===== src/rtl/median_filter_sequencer.sv =====
// Sequencer for a 5-tap moving-median datapath: strobe decimation, pipeline flush,
// window-fill tracking and output qualification through a tag delay line.
module median_filter_sequencer #(
  parameter int WINDOW   = 5,
  parameter int PIPE_LAT = 7,
  parameter int DECIM_W  = 16
) (
  input  logic               Clk,
  input  logic               Reset,
  input  logic               Enable,
  input  logic               Restart,
  input  logic               SampleStrobe,
  input  logic [DECIM_W-1:0] Decimation,
  output logic               DpReset,
  output logic               DpShift,
  output logic               Primed,
  output logic               OutValid,
  output logic [1:0]         State
);

  localparam int FLUSH_W = $clog2(PIPE_LAT + 1);
  localparam int FILL_W  = $clog2(WINDOW + 1);
  localparam logic [FLUSH_W-1:0] FLUSH_LAST = FLUSH_W'(PIPE_LAT);
  localparam logic [FILL_W-1:0]  FILL_LAST  = FILL_W'(WINDOW - 1);
  localparam logic [FILL_W-1:0]  FILL_FULL  = FILL_W'(WINDOW);
  localparam logic [DECIM_W-1:0] DEC_ZERO   = {DECIM_W{1'b0}};

  typedef enum logic [1:0] {
    ST_IDLE  = 2'd0,
    ST_FLUSH = 2'd1,
    ST_FILL  = 2'd2,
    ST_RUN   = 2'd3
  } state_t;

  state_t              state_r, state_s;
  logic [FLUSH_W-1:0]  flush_cnt_r, flush_cnt_s;
  logic [FILL_W-1:0]   fill_cnt_r, fill_cnt_s;
  logic [DECIM_W-1:0]  dec_cnt_r, dec_cnt_s;
  logic [PIPE_LAT-1:0] tag_r, tag_s;
  logic                dp_reset_r, dp_reset_s;
  logic                primed_r, primed_s;
  logic                active_s, accept_s, fresh_s;

  // Accept qualification; a restart in the same cycle wins over the strobe.
  always_comb begin
    active_s = (state_r == ST_FILL) || (state_r == ST_RUN);
    accept_s = SampleStrobe && active_s && (dec_cnt_r == DEC_ZERO) && !Restart;
    if (state_r == ST_RUN) begin
      fresh_s = accept_s;
    end else if (state_r == ST_FILL) begin
      fresh_s = accept_s && (fill_cnt_r == FILL_LAST);
    end else begin
      fresh_s = 1'b0;
    end
  end

  // Next-state logic; a dropped Enable overrides everything else.
  always_comb begin
    state_s = state_r;
    if (!Enable) begin
      state_s = ST_IDLE;
    end else begin
      case (state_r)
        ST_IDLE: begin
          state_s = ST_FLUSH;
        end
        ST_FLUSH: begin
          if (!Restart && (flush_cnt_r == FLUSH_LAST)) begin
            state_s = ST_FILL;
          end else begin
            state_s = ST_FLUSH;
          end
        end
        ST_FILL: begin
          if (Restart) begin
            state_s = ST_FLUSH;
          end else if (accept_s && (fill_cnt_r == FILL_LAST)) begin
            state_s = ST_RUN;
          end else begin
            state_s = ST_FILL;
          end
        end
        ST_RUN: begin
          if (Restart) begin
            state_s = ST_FLUSH;
          end else begin
            state_s = ST_RUN;
          end
        end
        default: begin
          state_s = ST_IDLE;
        end
      endcase
    end
  end

  // Counter and delay-line next values; the flush counter restarts on every FLUSH entry.
  always_comb begin
    flush_cnt_s = {FLUSH_W{1'b0}};
    fill_cnt_s  = fill_cnt_r;
    dec_cnt_s   = dec_cnt_r;
    tag_s       = tag_r;

    if ((state_r == ST_FLUSH) && !Restart) begin
      flush_cnt_s = flush_cnt_r + {{(FLUSH_W-1){1'b0}}, 1'b1};
    end else begin
      flush_cnt_s = {FLUSH_W{1'b0}};
    end

    if (!active_s) begin
      fill_cnt_s = {FILL_W{1'b0}};
    end else if (accept_s && (fill_cnt_r != FILL_FULL)) begin
      fill_cnt_s = fill_cnt_r + {{(FILL_W-1){1'b0}}, 1'b1};
    end else begin
      fill_cnt_s = fill_cnt_r;
    end

    // Decimation is only sampled when the counter reloads.
    if (!active_s) begin
      dec_cnt_s = DEC_ZERO;
    end else if (SampleStrobe) begin
      if (dec_cnt_r == DEC_ZERO) begin
        dec_cnt_s = Decimation;
      end else begin
        dec_cnt_s = dec_cnt_r - {{(DECIM_W-1){1'b0}}, 1'b1};
      end
    end else begin
      dec_cnt_s = dec_cnt_r;
    end

    if ((state_s == ST_IDLE) || (state_s == ST_FLUSH)) begin
      tag_s = {PIPE_LAT{1'b0}};
    end else begin
      tag_s = PIPE_LAT'({tag_r, fresh_s});
    end

    dp_reset_s = (state_s == ST_IDLE) || (state_s == ST_FLUSH);
    primed_s   = (state_s == ST_RUN);
  end

  // State, counters, tag delay line and registered outputs.
  always_ff @(posedge Clk) begin
    if (Reset) begin
      state_r     <= ST_IDLE;
      flush_cnt_r <= {FLUSH_W{1'b0}};
      fill_cnt_r  <= {FILL_W{1'b0}};
      dec_cnt_r   <= DEC_ZERO;
      tag_r       <= {PIPE_LAT{1'b0}};
      dp_reset_r  <= 1'b1;
      primed_r    <= 1'b0;
    end else begin
      state_r     <= state_s;
      flush_cnt_r <= flush_cnt_s;
      fill_cnt_r  <= fill_cnt_s;
      dec_cnt_r   <= dec_cnt_s;
      tag_r       <= tag_s;
      dp_reset_r  <= dp_reset_s;
      primed_r    <= primed_s;
    end
  end

  // The last delay-line flop is the OutValid register: PIPE_LAT cycles after the tagged shift.
  assign DpShift  = accept_s;
  assign DpReset  = dp_reset_r;
  assign Primed   = primed_r;
  assign OutValid = tag_r[PIPE_LAT-1];
  assign State    = state_r;

endmodule


===== config.mk =====
export PLATFORM = sky130hd
export DESIGN_NAME = median_filter_sequencer
export DESIGN_NICKNAME = d
export VERILOG_FILES = /design/src/rtl/median_filter_sequencer.sv
export SDC_FILE = /design/constraint.sdc
export NUM_CORES = 1
export LEC_CHECK = 0
export ABC_AREA = 1
export BUFFER_PORTS_ARGS = -buffer_cell sky130_fd_sc_hd__buf_2
export CORE_ASPECT_RATIO = 0.75
export CORE_MARGIN = 10
export CORE_UTILIZATION = 45
export CTS_CLUSTER_DIAMETER = 100
export CTS_CLUSTER_SIZE = 16
export DETAILED_ROUTE_END_ITERATION = 12
export PLACE_DENSITY = 0.72
export SLEW_MARGIN = 20
export SYNTH_ARGS = -nofsm -noshare
export SYNTH_HDL_FRONTEND = slang
export SYNTH_SLANG_ARGS = --single-unit

===== constraint.sdc =====
create_clock -name Clk -period 1.8 [get_ports Clk]
set_input_delay 0.27 -clock Clk [delete_from_list [all_inputs] [get_ports Clk]]
set_output_delay 0.27 -clock Clk [all_outputs]
set_load 0.05 [all_outputs]

* Word-level counts from Yosys, hierarchy flattened *
Index checks and enable logic that the tools add are counted.

storage, ports and cells
  register bits = 33
  input bits = 21
  output and inout bits = 6
  word-level logic and storage cells = 45

cells by class
  add/subtract/negate cells = 3
  equal/unequal tests = 8
  mux-type cells = 9
  bitwise gates (word level) = 2
  reductions and logical operators = 16

operator list
  operator                                                              count
  16-bit logical NOT                                                    1
  16-bit 2-to-1 mux                                                     1
  16-bit by 1-bit subtractor with 16-bit output, second input constant  1
  2-bit 2-to-1 mux                                                      4
  2-bit one-hot mux with 4 select lines                                 1
  1-bit logical AND                                                     7
  3-bit by 1-bit adder with 3-bit output, second input constant         2
  2-bit == test, second input constant                                  3
  3-bit == test, second input constant                                  2
  2-bit OR reduction                                                    3
  2-bit by 1-bit == test with 1-bit output, second input constant       2
  2-bit logical NOT                                                     2
  1-bit 2-to-1 mux                                                      3
  3-bit != test, second input constant                                  1
  1-bit logical OR                                                      2
  1-bit inverter                                                        2
  1-bit logical NOT                                                     1

* Depth between registers and ports, before layout *
Gate-level depths: netlist of the first run.

  depth after elaboration = 13
  gate-level depth with buffers = 12
  mapped depth without buffers = 11

* Worst setup path after synthesis of the first run *
No wires, ideal clock.

  path kind = reg2out
  from = register state_r[1], in the netlist State[1]
  to = output DpShift
  arrival time = 1.756 ns
  data required time = 1.530 ns
  path slack = -0.226 ns
  stages on the path, launching flop included = 5
  buffers on the path = 0
  cell sequence = dfxtp_1 > nand2_1 > nor2_1 > inv_1 > nor2_1

between the ends
  word-level cells in the longest chain between the ends = 5
  elaborated cells between the ends (all ways) = 6
  those cells by class = 2 x eq/ne; 4 x reduce/logical

ends and longest elaborated chain
  item                                 RTL line  text
  start, declared                      35        state_t state_r, state_s;
  start signal, assigned               152       state_r <= state_s;
  2-bit == test                        46        active_s = (state_r == ST_FILL) || (state_r == ST_RUN);
  1-bit logical OR (*)                 46
  1-bit logical AND (*) (3 in series)  47        accept_s = SampleStrobe && active_s && (dec_cnt_r == DEC_ZERO) && !Restart;
  end, declared                        15        output logic DpShift,

Every way passes the cells marked *; elsewhere a longest branch is shown, timed or not.

* Final worst setup path of the first run *
  from = register dec_cnt_r[12]
  to = output DpShift

between the ends
  word-level cells in the longest chain between the ends = 3

ends and longest elaborated chain
  item                             RTL line  text
  start, declared                  38        logic [DECIM_W-1:0] dec_cnt_r, dec_cnt_s;
  start signal, assigned           155       dec_cnt_r <= dec_cnt_s;
  16-bit logical NOT               47
  1-bit logical AND (2 in series)  47

Every way passes these cells.

==> results of run 1 <==
-- worst min-delay path: cells and delay by family --
kind,cells,cell delay [ns]
AO/OA/AOI/OAI,1,0.03
AND/OR/NAND/NOR,1,0.09
buffers and inverters,1,0.10
-- state kept, by name, summed over array words and instances, names as in the netlist --
signal       flops
flush_cnt_r      3
Primed           1
dec_cnt_r       16
tag_r            7
State            2
DpReset          1
fill_cnt_r       3
-- per-layer routing --
metal,share of wire,up-vias,track usage
met5,0,-,0
met4,0.0076,0,0.03429
li1,-,1029,-
met3,0.078,5,0.03201
met1,0.49,878,0.1724
met2,0.42,65,0.1889
-- cell families after synthesis --
kind of cell	count (synthesis)
AO/OA/AOI/OAI	31
adder cells (fa/ha/maj)	7
XOR/XNOR	4
flip-flops	33
AND/OR/NAND/NOR	177
buffers and inverters	52
-- per-stage QoR --
stage	power [mW]	util	instances	hold slack (ns)	area (um^2)
finish	1.353	0.5482	400	0.2494	2449
global route	1.403	0.5482	400	0.2698	2449
detailed placement	0.8317	0.5146	388	0.3996	2298
global placement	0.8302	0.5146	388	0.3952	2298
floorplan	0.7993	-	304	0.3936	2078
CTS	1.370	0.5350	396	0.2430	2390
-- power breakdown --
| group | total [mW] | switching (mW) | internal (mW) |
|---|---|---|---|
| Sequential | 0.733 | 0.00156 | 0.732 |
| Combinational | 0.0814 | 0.0460 | 0.0354 |
| Clock | 0.539 | 0.271 | 0.268 |
| Total | 1.35 | 0.318 | 1.03 |
-- synthesized netlist by cell type --
| cell | n | area [um^2] |
|---|---|---|
| a21oi_1 | 19 | 95.09 |
| a21oi_2 | 2 | 17.52 |
| buf_2 | 1 | 5.000 |
| buf_4 | 1 | 7.510 |
| buf_6 | 1 | 11.26 |
| buf_8 | 1 | 15.01 |
| clkbuf_1 | 2 | 7.510 |
| clkinv_1 | 2 | 7.510 |
| clkinv_4 | 1 | 8.760 |
| dfxtp_1 | 33 | 660.6 |
| ha_1 | 7 | 87.58 |
| inv_1 | 42 | 157.7 |
| inv_2 | 1 | 3.750 |
| nand2_1 | 77 | 289.0 |
| nand2_2 | 5 | 31.28 |
| nand2_4 | 3 | 33.78 |
| nand3_1 | 25 | 125.1 |
| nand3_2 | 2 | 20.02 |
| nand3b_1 | 8 | 60.06 |
| nand4_1 | 6 | 37.54 |
| nand4_2 | 1 | 12.51 |
| nor2_1 | 33 | 123.9 |
| nor2_2 | 4 | 25.02 |
| nor2_4 | 10 | 112.6 |
| nor2_8 | 1 | 20.02 |
| nor3_1 | 2 | 10.01 |
| o21ai_0 | 8 | 40.04 |
| o21ai_1 | 2 | 10.01 |
| xnor2_1 | 2 | 17.52 |
| xor2_1 | 2 | 17.52 |
-- area by class of cell --
| cell class | instances | area, um^2 | share of cell area |
|---|---|---|---|
| Clock buffer | 6 | 72.57 | 0.02964 |
| Clock inverter | 2 | 10.01 | 0.004088 |
| Inverter | 46 | 177.7 | 0.07256 |
| Multi-Input combinational cell | 219 | 1219 | 0.4977 |
| Sequential cell | 33 | 663.1 | 0.2708 |
| Tap cell | 57 | 71.32 | 0.02913 |
| Timing Repair Buffer | 37 | 235.2 | 0.09607 |
-- how the worst max path moves through the flow --
stage / from / to / depth (start not counted)
after detailed placement: dec_cnt_r[0] / dec_cnt_r[9] / 10
after global routing: dec_cnt_r[13] / DpShift / 6
final: dec_cnt_r[12] / DpShift / 6
after global placement: dec_cnt_r[0] / DpShift / 7
after CTS: dec_cnt_r[0] / DpShift / 7
after floorplan: State[1] / DpShift / 4
-- what timing repair did --
action,CTS,global route
setup buffers,0,4
pin swaps,0,6
gates resized for setup,4,9
cloned,0,0
setup endpoints to repair,1,1
==> parameters.txt, run 1 <==
Parameter                              Value

Cells and area
  Antenna fix cells ... 0
  Fraction of final layout cells with drive strength greater than 1 ... 0.2420
  Leading cell type in the layout, fill and taps excluded ... nand2_1
  Post-layout net count ... 370
  Layout overhead on the synthesized area ... 18.25%
  Most used cells in the layout excluding fill and tap cells ... 77 x nand2_1, 39 x inv_1, 31 x dfxtp_1, 31 x nor2_1, 25 x buf_2
  Number of filler instances in the final layout ... 430

Setup path
  Startpoint of the most critical register-to-register path ... dec_cnt_r[1]
  Reg2Reg Setup Slack ... 0.19 ns
  Crit path arrival time ... 1.47 ns
  RR Endpoint ... dec_cnt_r[8]
  Slowest stage cell, crit path ... dfxtp_1
  Cell type group with the largest total delay on the critical path ... simple AND/OR/NAND/NOR gates
  Crit path cell chain ... nor2_2 -> inv_2 -> nor2_2 -> nand3_2 -> nor2_4 -> buf_8
  Worst Path Max Fanout ... 5
  Buffer and inverter count on the worst path ... 2
  Crit-path most repeated cell ... nor2_2
  Worst setup EP type ... output pin
  Number of cells on the worst reg-to-reg path ... 10
  Category of the critical setup timing path ... flop to output pin
  Delay of the slowest cell on the worst path ... 0.35 ns
  Startpoint Class ... flop
  Req. time, crit path ... 1.53 ns

Clock tree
  Cell at the root of the clock tree ... clkbuf_8
  Clock-pin transition on the worst setup and hold timing paths ... 0.07 ns
  Maximum count of clock buffers along a single path ... 2
  CTS tree ... built
  CTS H-tree depth ... 2
  Clock buffers created by TritonCTS ... 5
  Worst skew pair latency ... 0.28 ns
  Number of sinks on the clock net ... 33
  Total of hold buffers inserted after clock tree synthesis ... 0

Placed design
  Post-detailed-placement half-perimeter wirelength ... 3.688 mm
  Final weighted congestion in routability-driven placement ... 0.8890
  Setup Slack @ Placement ... 0.1520 ns
  Count of input and output buffers ... 26

Synthesis
  Number of warnings reported in the yosys synthesis log ... 0
  Synth cell types ... 30
  Xor/xnor share of the synthesized area ... 0.01692
  Adder-cell area share of the yosys netlist ... 0.04230
  Post-Syn Instances ... 304
  Multiplexer share of the synthesized area ... 0
  Mean Syn Cell Area ... 6.812 um^2
  Syn Nets ... 332
  FF+latch count, synth ... 33
  Largest family of logic cells by synthesized area ... simple AND/OR/NAND/NOR gates
  Sequential cell area fraction in the yosys report ... 0.3190
  Area fraction in and, or, nand and nor cells after synthesis ... 0.4350
  Fraction of the mapped netlist area in compound gates ... 0.07855
  Area of the mapped netlist ... 2071 um^2

Drt
  Detailed-route via count ... 1977
  Mean routed wirelength per cell ... 12.12 um
  Routed Wire Length ... 4.848 mm
  Number of nets still failing antenna checks after routing ... 0
  Remaining design rule violation count ... 0
  Detailed router's first-iteration violation count ... 121
  Routed vias/inst ... 4.943
  Number of search-and-repair iterations in the first detailed-routing pass ... 4

Global routing
  Global-route wire length before repair ... 8.376 mm
  Total grt overflow ... 0
  Vias in the first global route ... 1861
  Number of antenna violations at the first check in global routing ... 0
  Global router's overall resource usage ... 0.1253
  Largest net degree at the start of global routing ... 18

Die
  CORE AREA ... 4467 um^2
  Chip Height ... 78.75 um
  Floorplan die area ... 7743 um^2
  Initial Utilization ... 0.4636
  Rows ... 21
  I/O pin total ... 27
  Die X-Extent ... 98.33 um

Power and ir drop
  Power per Cell Area ... 552.7 nW/um^2
  Worst ir drop on vdd ... 0.3569 mV
  Pleak ... 1.274 nW

Timing
  Sum of negative setup slack ... 0 ns
  Worst Setup Slack, final ... 0.06295 ns
  Rel. slew slack ... 0.6678
  Final hold viol count ... 0
  Final setup fails ... 0
  Part of the cycle the worst path needs ... 0.9650
  Worst Tran Pin Value ... 0.4977 ns
  Number of slew-limit violations in the final report ... 0
  Achievable clock frequency ... 575.7 MHz
  Period minus WS final ... 1.737 ns
  Clk_skew ... 0.008020 ns

Run status
  Result of the run ... completed

Min path
  Path category of the worst min-delay check ... input pin to flop
  Startpoint of the most critical hold path ... Enable
  Hold endpoint ... State[0]
  Number of stages on the worst hold path ... 3

Run
  Number of max-cap violations ... 0
No activity file was read; power rests on OpenSTA's default activity.
==> run 2, diff against run 1 <==
--- a/config.mk
+++ b/config.mk
@@ -7,7 +7,7 @@
 export LEC_CHECK = 0
 export ABC_AREA = 1
 export BUFFER_PORTS_ARGS = -buffer_cell sky130_fd_sc_hd__buf_2
-export CORE_ASPECT_RATIO = 0.75
+export CORE_ASPECT_RATIO = 1.2
 export CORE_MARGIN = 10
 export CORE_UTILIZATION = 45
 export CTS_CLUSTER_DIAMETER = 100
==> run 2 against run 1 <==
Compared with the run above: clock skew is 0.0029 ns lower; register-to-register slack better by 0.06 ns; sequential cell count stayed put; global-route usage is 1.1 points higher; worst hold slack worse by 0.010 ns; design area is 1.3% higher; first-iteration DRC count is 5.8% lower; wire length is 2.1% higher; via count is 1.0% lower; largest power group unchanged.
==> parameters.txt, run 2 (synthesized netlist as in run 1, its figures left out) <==
Parameter                              Value

Min path
  Path category of the worst min-delay check ... input pin to flop
  Startpoint of the most critical hold path ... Enable
  Number of stages on the worst hold path ... 3 (unchanged)
  Hold endpoint ... State[0]

Clock tree
  Maximum count of clock buffers along a single path ... 2 (unchanged)
  Clock buffers created by TritonCTS ... 5 (unchanged)
  CTS tree ... built
  Cell at the root of the clock tree ... clkbuf_8
  CTS H-tree depth ... 2 (unchanged)
  Clock-pin transition on the worst setup and hold timing paths ... 0.07 ns (about the same)
  Number of sinks on the clock net ... 33 (unchanged)
  Worst skew pair latency ... 0.29 ns (about the same)

Drt
  Remaining design rule violation count ... 0 (unchanged)
  Routed Wire Length ... 4.950 mm (+2.1%)
  Mean routed wirelength per cell ... 12.31 um (+1.6%)
  Detailed-route via count ... 1957 (-1.0%)
  Detailed router's first-iteration violation count ... 114 (-5.8%)
  Number of search-and-repair iterations in the first detailed-routing pass ... 4 (unchanged)
  Routed vias/inst ... 4.868 (-1.5%)
  Number of nets still failing antenna checks after routing ... 0 (unchanged)

Timing
  Part of the cycle the worst path needs ... 0.9550 (-0.01005)
  Period minus WS final ... 1.719 ns (-0.01808 ns)
  Number of slew-limit violations in the final report ... 0 (unchanged)
  Worst Tran Pin Value ... 0.5150 ns (+0.01726 ns)
  Worst Setup Slack, final ... 0.08104 ns (+0.01808 ns)
  Achievable clock frequency ... 581.7 MHz (+1.1%)
  Sum of negative setup slack ... 0 ns (unchanged)
  Final setup fails ... 0 (unchanged)
  Rel. slew slack ... 0.6563 (-0.01152)
  Final Hold Slack ... 0.2392 ns (-0.01020 ns)
  Final hold viol count ... 0 (unchanged)
  Clk_skew ... 0.005095 ns (-0.002925 ns)

Global routing
  Global router's overall resource usage ... 0.1358 (+0.01053)
  Number of antenna violations at the first check in global routing ... 0 (unchanged)
  Total grt overflow ... 0 (unchanged)
  Largest net degree at the start of global routing ... 16 (-2)
  Global-route wire length before repair ... 8.321 mm (-0.66%)
  Vias in the first global route ... 1856 (-0.27%)

Cells and area
  Top flop regs ... dec_cnt_r x16, tag_r x7
  Largest reg by FF count ... dec_cnt_r
  Fraction of final layout cells with drive strength greater than 1 ... 0.2457 (+0.003682)
  Number of filler instances in the final layout ... 427 (-0.70%)
  Leading cell type in the layout, fill and taps excluded ... nand2_1
  Most used cells in the layout excluding fill and tap cells ... 77 x nand2_1, 39 x inv_1, 31 x dfxtp_1, 31 x nor2_1
  Count of placed standard cells in the final layout, fillers left out ... 402 (+0.50%)
  Final core utilization ... 0.5692 (+0.02099)
  Post-route cell area ... 2481 um^2 (+1.3%)
  Post-layout net count ... 373 (+0.81%)
  Number of flip-flops in the largest register ... 16 (unchanged)
  Antenna fix cells ... 0 (unchanged)
  Layout overhead on the synthesized area ... 19.82%

Power and ir drop
  Worst ir drop on vdd ... 0.6380 mV (+79%)
  Total Power Consumption ... 1.543 mW (+14%)
  Power per Cell Area ... 621.7 nW/um^2 (+12%)
  Pleak ... 1.281 nW (+0.57%)

Setup path
  Category of the critical setup timing path ... flop to output pin
  Slowest stage cell, crit path ... dfxtp_2
  Crit path arrival time ... 1.45 ns (-0.02 ns)
  Cell type group with the largest total delay on the critical path ... simple AND/OR/NAND/NOR gates
  Number of cells on the worst reg-to-reg path ... 12 (+2)
  Worst Path Max Fanout ... 4 (-1)
  Startpoint Class ... flop
  Worst setup EP type ... output pin
  Critical path depth in cells ... 7 (+1)
  Buffer and inverter count on the worst path ... 2 (unchanged)
  Delay of the slowest cell on the worst path ... 0.34 ns (about the same)
  Startpoint of the most critical register-to-register path ... dec_cnt_r[0]
  Req. time, crit path ... 1.53 ns (about the same)
  Crit path cell chain ... inv_2 -> ha_4 -> nand3_1 -> nor2_2 -> nand3_2 -> nor2_4 -> buf_8
  Reg2Reg Setup Slack ... 0.25 ns (+0.06 ns)
  RR Endpoint ... dec_cnt_r[14]

Die
  Floorplan die area ... 7726 um^2 (-0.22%)
  Chip Height ... 94.31 um (+20%)
  CORE AREA ... 4359 um^2 (-2.4%)
  Rows ... 26 (+24%)
  Initial Utilization ... 0.4750 (+0.01144)
  I/O pin total ... 27 (unchanged)
  Die X-Extent ... 81.93 um (-17%)

Run
  Number of max-cap violations ... 0 (unchanged)

Placed design
  Setup Slack @ Placement ... 0.1459 ns (-0.006162 ns)
  Final weighted congestion in routability-driven placement ... 0.8572 (-3.6%)
  Placed Area ... 2277 um^2 (-0.93%)
  Count of input and output buffers ... 26 (unchanged)
  Post-detailed-placement half-perimeter wirelength ... 3.750 mm (+1.7%)
  Placed Instances ... 386 (-0.52%)

Run status
  Result of the run ... completed
-- run 2: layer usage --
layer  GRT usage  up-vias  share of wire
met1      0.1553      845           0.41
li1            -     1037              -
met2      0.2192       60           0.48
met4     0.07244        0          0.032
met3     0.04215       15          0.077
met5           0        -              0
-- run 2: area by class of cell --
class                           count  area, um^2  area share
Timing Repair Buffer               40       245.2     0.09884
Sequential cell                    33       663.1      0.2673
Inverter                           46       177.7     0.07161
Clock inverter                      1       30.03     0.01210
Tap cell                           56       70.07     0.02824
Clock buffer                        7       86.33     0.03480
Multi-Input combinational cell    219        1209      0.4871
-- run 2: where the power goes --
group          internal, mW  switching, mW  total (mW)  leakage, nW
clock                 0.451          0.276       0.727       0.0585
combinational        0.0354         0.0464      0.0818        0.955
sequential            0.732        0.00167       0.733        0.267
total                  1.22          0.324        1.54         1.28
-- run 2: worst register-to-register path: stages (launching register included) --
cell and delay, ns:
dfxtp_2 0.34, inv_2 0.08, ha_4 0.14, inv_1 0.04
nor2_1 0.12, nand3_2 0.10, nor2_4 0.17, buf_4 0.17
nand3_1 0.06, nand2_1 0.07, inv_1 0.04, nand2_1 0.05
a21oi_1 0.06
-- run 2: worst max path at each step --
stage	from	endpoint	slack, ns
after floorplan	State[1]	DpShift	0.12
final	dec_cnt_r[0]	DpShift	0.08
after global placement	dec_cnt_r[0]	DpShift	0.18
after global routing	dec_cnt_r[0]	DpShift	-0.02
after detailed placement	dec_cnt_r[0]	DpShift	0.15
after CTS	dec_cnt_r[0]	DpShift	0.02
-- run 2: timing repair --
action	4_1_cts	5_1_grt
setup endpoints to repair	1	1
gates resized for setup	7	4
setup buffers	1	7
pin swaps	1	4
hold buffers	0	0
cloned	0	0
==> run 3, diff against run 2 <==
--- a/config.mk
+++ b/config.mk
@@ -13,7 +13,7 @@
 export CTS_CLUSTER_DIAMETER = 100
 export CTS_CLUSTER_SIZE = 16
 export DETAILED_ROUTE_END_ITERATION = 12
-export PLACE_DENSITY = 0.72
+export PLACE_DENSITY = 0.75
 export SLEW_MARGIN = 20
 export SYNTH_ARGS = -nofsm -noshare
 export SYNTH_HDL_FRONTEND = slang
==> run 3 against run 2 <==
Compared with the run above: clock power decreased by 25%; cell count up 1.0%; combinational power grew 1%; clock-buffer cell count decreased by 2; critical path depth stayed put; die area did not move; global-route usage down 0.11 points; core utilization up 0.52 points; total power down 12%; highest routed layer unchanged.
==> parameters.txt, run 3 (synthesized netlist as in run 1, its figures left out) <==
Parameter                              Value

Run status
  Result of the run ... completed

Clock tree
  Clock-pin transition on the worst setup and hold timing paths ... 0.07 ns (about the same)
  Cell at the root of the clock tree ... clkbuf_8
  Clock buffers created by TritonCTS ... 5 (unchanged)
  CTS H-tree depth ... 2 (unchanged)
  CTS tree ... built
  Number of sinks on the clock net ... 33 (unchanged)
  Maximum count of clock buffers along a single path ... 2 (unchanged)
  Worst skew pair latency ... 0.29 ns (about the same)

Power and ir drop
  Net switching share of the total power ... 0.2421 (+0.03189)
  Power per Cell Area ... 543.9 nW/um^2 (-13%)
  Worst ir drop on vdd ... 0.4159 mV (-35%)
  Sw power ... 329.7 uW (+1.7%)
  Power share of the sequential group ... 0.537 (+0.062)
  Clock power frac ... 0.402 (-0.070)
  Comb power frac ... 0.061 (+0.008)
  Internal power of the cells ... 1.032 mW (-15%)
  Pleak ... 1.300 nW (+1.5%)
  Total Power Consumption ... 1.362 mW (-12%)

Setup path
  Crit path cell chain ... inv_4 -> ha_4 -> nand3_2 -> nor2_4 -> nand3_2 -> nor2_4 -> buf_8
  Worst Path Max Fanout ... 5 (+1)
  Category of the critical setup timing path ... flop to output pin
  Delay of the slowest cell on the worst path ... 0.35 ns (about the same)
  Startpoint Class ... flop
  Slowest stage cell, crit path ... dfxtp_4
  Crit path arrival time ... 1.46 ns (about the same)
  Req. time, crit path ... 1.53 ns (about the same)
  Worst setup EP type ... output pin

Drt
  Remaining design rule violation count ... 0 (unchanged)
  Routed Wire Length ... 5.049 mm (+2.0%)
  Routed vias/inst ... 4.909 (+0.84%)
  Detailed router's first-iteration violation count ... 104 (-8.8%)
  Mean routed wirelength per cell ... 12.44 um (+1.0%)
  Number of nets still failing antenna checks after routing ... 0 (unchanged)
  Number of search-and-repair iterations in the first detailed-routing pass ... 4 (unchanged)
  Detailed-route via count ... 1993 (+1.8%)

Global routing
  Number of antenna violations at the first check in global routing ... 0 (unchanged)
  Global router's overall resource usage ... 0.1347 (-0.001145)
  Global-route wire length before repair ... 8.383 mm (+0.75%)
  Vias in the first global route ... 1879 (+1.2%)
  Largest net degree at the start of global routing ... 18 (+2)
  Total grt overflow ... 0 (unchanged)

Timing
  Achievable clock frequency ... 578.0 MHz (-0.64%)
  Final setup fails ... 0 (unchanged)
  Worst Tran Pin Value ... 0.5005 ns (-0.01449 ns)
  Part of the cycle the worst path needs ... 0.9611 (+0.006170)
  Worst Setup Slack, final ... 0.06993 ns (-0.01111 ns)
  Final hold viol count ... 0 (unchanged)
  Number of slew-limit violations in the final report ... 0 (unchanged)
  Rel. slew slack ... 0.6660 (+0.009673)
  Clk_skew ... 0.008705 ns (+0.003610 ns)
  Period minus WS final ... 1.730 ns (+0.01111 ns)
  Final Hold Slack ... 0.2512 ns (+0.01199 ns)

Placed design
  Final weighted congestion in routability-driven placement ... 0.8782 (+2.4%)
  Count of input and output buffers ... 26 (unchanged)
  Post-detailed-placement half-perimeter wirelength ... 3.699 mm (-1.3%)
  Setup Slack @ Placement ... 0.02377 ns (-0.1221 ns)

Cells and area
  Top flop regs ... dec_cnt_r x16, tag_r x7
  Most used cells in the layout excluding fill and tap cells ... 77 x nand2_1, 39 x inv_1, 31 x nor2_1
  Final core utilization ... 0.5743 (+0.005167)
  Number of flip-flops in the largest register ... 16 (unchanged)
  Leading cell type in the layout, fill and taps excluded ... nand2_1
  Fraction of final layout cells with drive strength greater than 1 ... 0.2657 (+0.02005)
  Antenna fix cells ... 0 (unchanged)
  Post-layout net count ... 377 (+1.1%)
  Largest reg by FF count ... dec_cnt_r
  Layout overhead on the synthesized area ... 20.91%

Die
  Chip Height ... 94.31 um (unchanged)
  Floorplan die area ... 7726 um^2 (unchanged)
  CORE AREA ... 4359 um^2 (unchanged)
  Rows ... 26 (unchanged)
  I/O pin total ... 27 (unchanged)
  Die X-Extent ... 81.93 um (unchanged)
  Initial Utilization ... 0.4750 (unchanged)

Run
  Number of max-cap violations ... 0 (unchanged)

Min path
  Path category of the worst min-delay check ... input pin to flop
[run 3: changes by cell type in the layout (fill, tap and decap cells not counted), moves of 2 or more]
cell and delta:
clkinv_2 +2, nor2_2 -2, buf_4 +4, dfxtp_1 -2
nor2_4 +2
[run 3: layout make-up]
| cell class | count | area [um^2] |
|---|---|---|
| well taps | 56 | 70.07 |
| flip-flops and latches | 33 | 668.1 |
| clock inverters | 3 | 17.52 |
| inverters | 46 | 180.2 |
| fillers | 433 | 1856 |
| multi-input cells | 219 | 1224 |
| repair buffers | 44 | 275.3 |
| clock buffers | 5 | 68.82 |
[run 3: through the flow]
step | cell area [um^2] | setup TNS, ns | std cells
global placement | 2262 | 0 | 384
finish | 2504 | 0 | 406
floorplan | 2078 | 0 | 304
detailed placement | 2262 | 0 | 384
CTS | 2402 | 0 | 396
global route | 2504 | -0.002658 | 406
[run 3: worst paths after layout]
kind                                   start           end  slack (ns)  cells after the start
worst max-delay path            dec_cnt_r[0]       DpShift        0.07                      7
worst min-delay path                  Enable      State[0]        0.25                      3
worst max register to register  dec_cnt_r[0]  dec_cnt_r[8]        0.21                     10
worst min register to register      tag_r[3]      tag_r[4]        0.41                      2
[run 3: timing repair]
item,4_1_cts,5_1_grt
pin swaps,1,8
setup endpoints to repair,2,7
resized for setup,7,11
setup buffers,4,10
hold buffers,0,0
[run 3: power groups by stage]
stage	combinational, mW	clock, mW	sequential [mW]
after floorplan	0.0453	0	0.754
after global placement	0.0807	0	0.750
after detailed placement	0.0815	0	0.750
after CTS	0.0820	0.561	0.733
after global routing	0.0943	0.589	0.732
final	0.0829	0.547	0.732
[run 3: layer usage]
layer / global-route usage / up-vias / wire (um) / part of all wire
met5: 0 / - / 0 / 0
met4: 0.04545 / 0 / 94 / 0.019
met3: 0.03640 / 8 / 279 / 0.055
met2: 0.2382 / 49 / 2574 / 0.51
met1: 0.1498 / 890 / 2100 / 0.42
li1: - / 1046 / - / -
[run 3: critical path: cells and delay by family (launching register included)]
family	cells	cell delay (ns)
buffers and inverters	2	0.23
DFF	1	0.35
and+or+nand+nor	4	0.44
adders and majority gates	1	0.15
